--- src/rtl/demux14_scan_pkg.sv ---
// Shared definitions for the 1-to-N scan/addressed demultiplexer.
// Holds the mode encodings and the default select width.
package demux14_scan_pkg;

  localparam int SEL_W_DEFAULT = 2;

  typedef enum logic {
    MODE_SCAN = 1'b0,
    MODE_ADDR = 1'b1
  } mode_e;

endpackage : demux14_scan_pkg

--- src/rtl/demux14_scan.sv ---
// 1-to-N bit distributor: a serial bit stream is deserialised into a registered
// N-slot word, either by an internal scan counter or by an external slot address.
module demux14_scan
  import demux14_scan_pkg::*;
#(
  parameter int SEL_W = SEL_W_DEFAULT
) (
  input  logic                    clk,
  input  logic                    rst,
  input  logic                    mode,
  input  logic [SEL_W-1:0]        S,
  input  logic                    din,
  input  logic                    din_valid,
  input  logic                    sync_clr,
  output logic [(2**SEL_W)-1:0]   Y,
  output logic                    frame_done,
  output logic [SEL_W-1:0]        slot,
  output logic                    busy
);

  localparam int N_SLOTS = 2 ** SEL_W;

  logic               addr_mode;
  logic               scan_write;
  logic               last_slot;

  logic [SEL_W-1:0]   slot_d,       slot_q;
  logic               frame_done_d, frame_done_q;
  logic [N_SLOTS-1:0] shadow_d,     shadow_q;
  logic [N_SLOTS-1:0] y_d,          y_q;

  // sync_clr outranks both modes; addressed mode outranks scan writes.
  assign addr_mode  = (mode == MODE_ADDR);
  assign scan_write = !sync_clr && !addr_mode && din_valid;
  assign last_slot  = (slot_q == SEL_W'(N_SLOTS - 1));

  // Slot counter and frame-commit strobe.
  always_comb begin
    slot_d       = slot_q;
    frame_done_d = 1'b0;
    if (sync_clr || addr_mode) begin
      slot_d = '0;
    end else if (din_valid) begin
      slot_d       = slot_q + SEL_W'(1);
      frame_done_d = last_slot;
    end
  end

  // NOTE: reset is synchronous here, so rst sits inside the clocked block and
  // is not in the sensitivity list; every state register uses <= so all flops
  // update together from values computed before the edge.
  always_ff @(posedge clk) begin
    if (rst) begin
      slot_q       <= '0;
      frame_done_q <= 1'b0;
    end else begin
      slot_q       <= slot_d;
      frame_done_q <= frame_done_d;
    end
  end

  // Shadow collects the partial frame; Y only changes on a full-frame commit
  // or an addressed write, so partial frames are never visible.
  always_comb begin
    shadow_d = shadow_q;
    y_d      = y_q;
    if (!sync_clr && din_valid) begin
      if (addr_mode) begin
        shadow_d[S] = din;
        y_d[S]      = din;
      end else if (scan_write) begin
        shadow_d[slot_q] = din;
        if (last_slot) begin
          y_d = shadow_d;
        end
      end
    end
  end

  always_ff @(posedge clk) begin
    if (rst) begin
      shadow_q <= '0;
      y_q      <= '0;
    end else begin
      shadow_q <= shadow_d;
      y_q      <= y_d;
    end
  end

  assign Y          = y_q;
  assign frame_done = frame_done_q;
  assign slot       = slot_q;
  assign busy       = (slot_q != '0);

endmodule : demux14_scan

--- config.mk ---
export PLATFORM = sky130hd
export DESIGN_NAME = demux14_scan
export DESIGN_NICKNAME = d
export VERILOG_FILES = /design/src/rtl/demux14_scan_pkg.sv /design/src/rtl/demux14_scan.sv
export SDC_FILE = /design/constraint.sdc
export NUM_CORES = 1
export LEC_CHECK = 0
export CORE_MARGIN = 4
export CORE_UTILIZATION = 30
export DETAILED_ROUTE_END_ITERATION = 8
export HOLD_SLACK_MARGIN = 0.06
export PLACE_DENSITY = 0.6
export SYNTH_ARGS = -nofsm -noshare
export SYNTH_HDL_FRONTEND = slang
export SYNTH_SLANG_ARGS = --single-unit
--- constraint.sdc ---
create_clock -name clk -period 1.8 [get_ports clk]
set_clock_uncertainty 0.05 [all_clocks]
set_input_delay 0.36 -clock clk [delete_from_list [all_inputs] [get_ports clk]]
set_output_delay 0.36 -clock clk [all_outputs]
set_load 0.01 [all_outputs]
==> reports/results.ini <==
[status]
status=finished clean

[critical_path]
timing.rr.end=shadow_q[2]
r2r-start=slot[1]
arrival_ns=1.26
endpoint_kind=output pin
path_class=register to output pin
reg2reg_depth=5
ff2ff_setup_slack_ns=0.38
cp.required_ns=1.39
path_max_fanout=4
setup.worst_path.end=slot[0]
critPathLaunchType=register
worstSetupStartpoint=slot[0]

[finish]
final_common_cell=clkdlybuf4s50_1
multi_input_area_sq_um=339
layout_common_cells=14 x clkdlybuf4s50_1, 10 x dfxtp_1, 6 x mux2i_1, 6 x a21oi_1
finalNetCount=97
nFillCells=182
antenna_cells=0
area_growth_pct=39.5
drive_above_1_share_pct=16.7
area.sequential_sq_um=200
layoutNonFillerInstCount=109

[global_route]
gr-usage-all-layers_pct=11.1
grt_pass1_wl_um=2230
antenna_found_initial=0
grt_overflow=0
grt_max_degree=11
grt_pass1_vias=487

[placed_design]
dp_hpwl_um=1010
dp.cells=105
gp_congestion=0.790
io_buffer_count=15

[floorplanning]
die_w_um=51.9
rows=15
io-pin-count=16
core_sq_um=1780
dieHeight_um=51.9
die-area_sq_um=2700
initial_utilization_pct=32.5

[synthesis]
synth-seq-area-share_pct=34.6
synth_nets=74
syn-instance-count=62
synth-seq-cells=10
avgSynthCellArea_sq_um=9.34
synth_cell_type_count=23
synth_area_sq_um=579
yosysWarningCount=0

[clocking]
numCtsBuffers=3
cts_sinks=10
clk_path_buf_depth=2
tritoncts=built
clock_latency_ns=0.26
cts-root-buf=clkbuf_4
clk_pin_slew_worst_paths_ns=0.07
htreeDepth=1

[drt]
drtPass1Iterations=4
wl_per_cell_um=12.0
drtIter0Drc=3
routed_wl_um=1310
drc=0
ant_nets=0
viasPerCell=4.60
vias=501

[timing]
max_freq_ghz=0.598
slew_headroom_pct=73.7
grt_setup_unrepaired=false
drv_slew=0
finalHoldViolCount=0
period_needed_ns=1.67
setup_viol=0
fin_crit_sh_pct=92.9
tightestPinTransition_ns=0.394
hold_ws_ns=0.449

[power]
p_leak_nw=0.312
ir_worst_vdd_mv=0.355
combPwrFrac_pct=16.5
pwr-share-seq_pct=44.3
power_switching_share_pct=24.0
p_switching_w=0.000125
pwr-share-clk_pct=39.2
power.density_nw_per_um2=642
p_int_w=0.000394

[job]
maxCapViolCount=0

[worst_hold_path]
worstHoldPathType=register to register

[worst min-delay path by stage]
stage	slack, ns	start	cells past startpoint	endpoint
5_1_grt	0.49	Y[2]	2	Y[2]
6_report	0.45	Y[3]	2	Y[3]
3_3_place_gp	0.43	shadow_q[1]	2	shadow_q[1]
2_1_floorplan	0.39	sync_clr	1	frame_done
3_5_place_dp	0.44	Y[3]	2	Y[3]
4_1_cts	0.46	Y[3]	2	Y[3]
[registers in the layout, summed over array words and instances (netlist names)]
name / cells
shadow_q: 3
slot: 2
frame_done: 1
Y: 4
[per-layer routing]
layer,global-route usage (%),vias up,routed length [um]
met2,16.3,8,631
met5,0,-,0
li1,-,268,-
met1,14.5,225,613
met4,3.93,0,0
met3,4.58,0,66
[power by group through the flow]
stage | combinational (W) | sequential (W) | clock [W]
after floorplan | 0.0000450 | 0.000237 | 0
after global placement | 0.0000860 | 0.000235 | 0
after detailed placement | 0.0000865 | 0.000235 | 0
after CTS | 0.0000867 | 0.000230 | 0.000213
after global routing | 0.0000956 | 0.000230 | 0.000221
final | 0.0000857 | 0.000230 | 0.000203
[synth_stat cells]
master | instances | share of area (%)
nand3_1 | 1 | 0.86
nor2_1 | 5 | 3.2
mux2i_1 | 6 | 10
o21ai_0 | 1 | 0.86
xnor2_1 | 1 | 1.5
o32ai_1 | 1 | 1.5
nand2b_1 | 3 | 3.2
ha_1 | 4 | 8.6
clkbuf_8 | 1 | 2.4
nand2b_4 | 1 | 2.4
nand3b_1 | 1 | 1.3
o22ai_1 | 2 | 2.2
nand2_1 | 3 | 1.9
and2b_2 | 1 | 1.5
nor2_4 | 1 | 1.9
nor4_1 | 3 | 3.2
mux2_2 | 1 | 1.9
dfxtp_1 | 10 | 35
buf_6 | 1 | 1.9
a21oi_2 | 1 | 1.5
inv_1 | 4 | 2.6
a211oi_1 | 4 | 5.2
a21oi_1 | 6 | 5.2
[kinds of logic after synthesis]
family | share of synthesized area (%)
AOI/OAI and AO/OA | 16.4
xor gates and xnor gates | 1.51
adders and majority gates | 8.64
buffers and inverters | 6.91
DFF | 34.6
muxes | 12.3
and+or+nand+nor | 19.7
[critical path: stages (launching register included)]
cell and delay [ns]:
dfxtp_1 0.33, buf_4 0.13, clkdlybuf4s50_1 0.53
[what timing repair did]
action / in CTS / in global routing
gates resized for setup: 1 / 0
setup buffers: 0 / 0
endpoints found under the setup margin: 1 / 0
hold buffers: 0 / 0
[stage by stage]
stage	worst slack, ns	area [sq um]	power [W]	setup TNS, ns	utilization, %
2_1_floorplan	0.421	579	0.000282	0	-
3_3_place_gp	0.0393	773	0.000321	0	43.4
3_5_place_dp	-0.0125	773	0.000322	-0.0125	43.4
4_1_cts	0.109	808	0.000530	0	45.3
5_1_grt	0.0861	808	0.000547	0	45.3
6_report	0.128	808	0.000519	0	45.3
[final cells by class]
| type | instances | share of cell area, % |
|---|---|---|
| Clock buffer | 4 | 4.49 |
| Inverter | 4 | 1.86 |
| Multi-Input combinational cell | 46 | 42.0 |
| Sequential cell | 10 | 24.8 |
| Tap cell | 25 | 3.87 |
| Timing Repair Buffer | 20 | 23.1 |
Note: power is estimated with default switching activity, not from simulation.
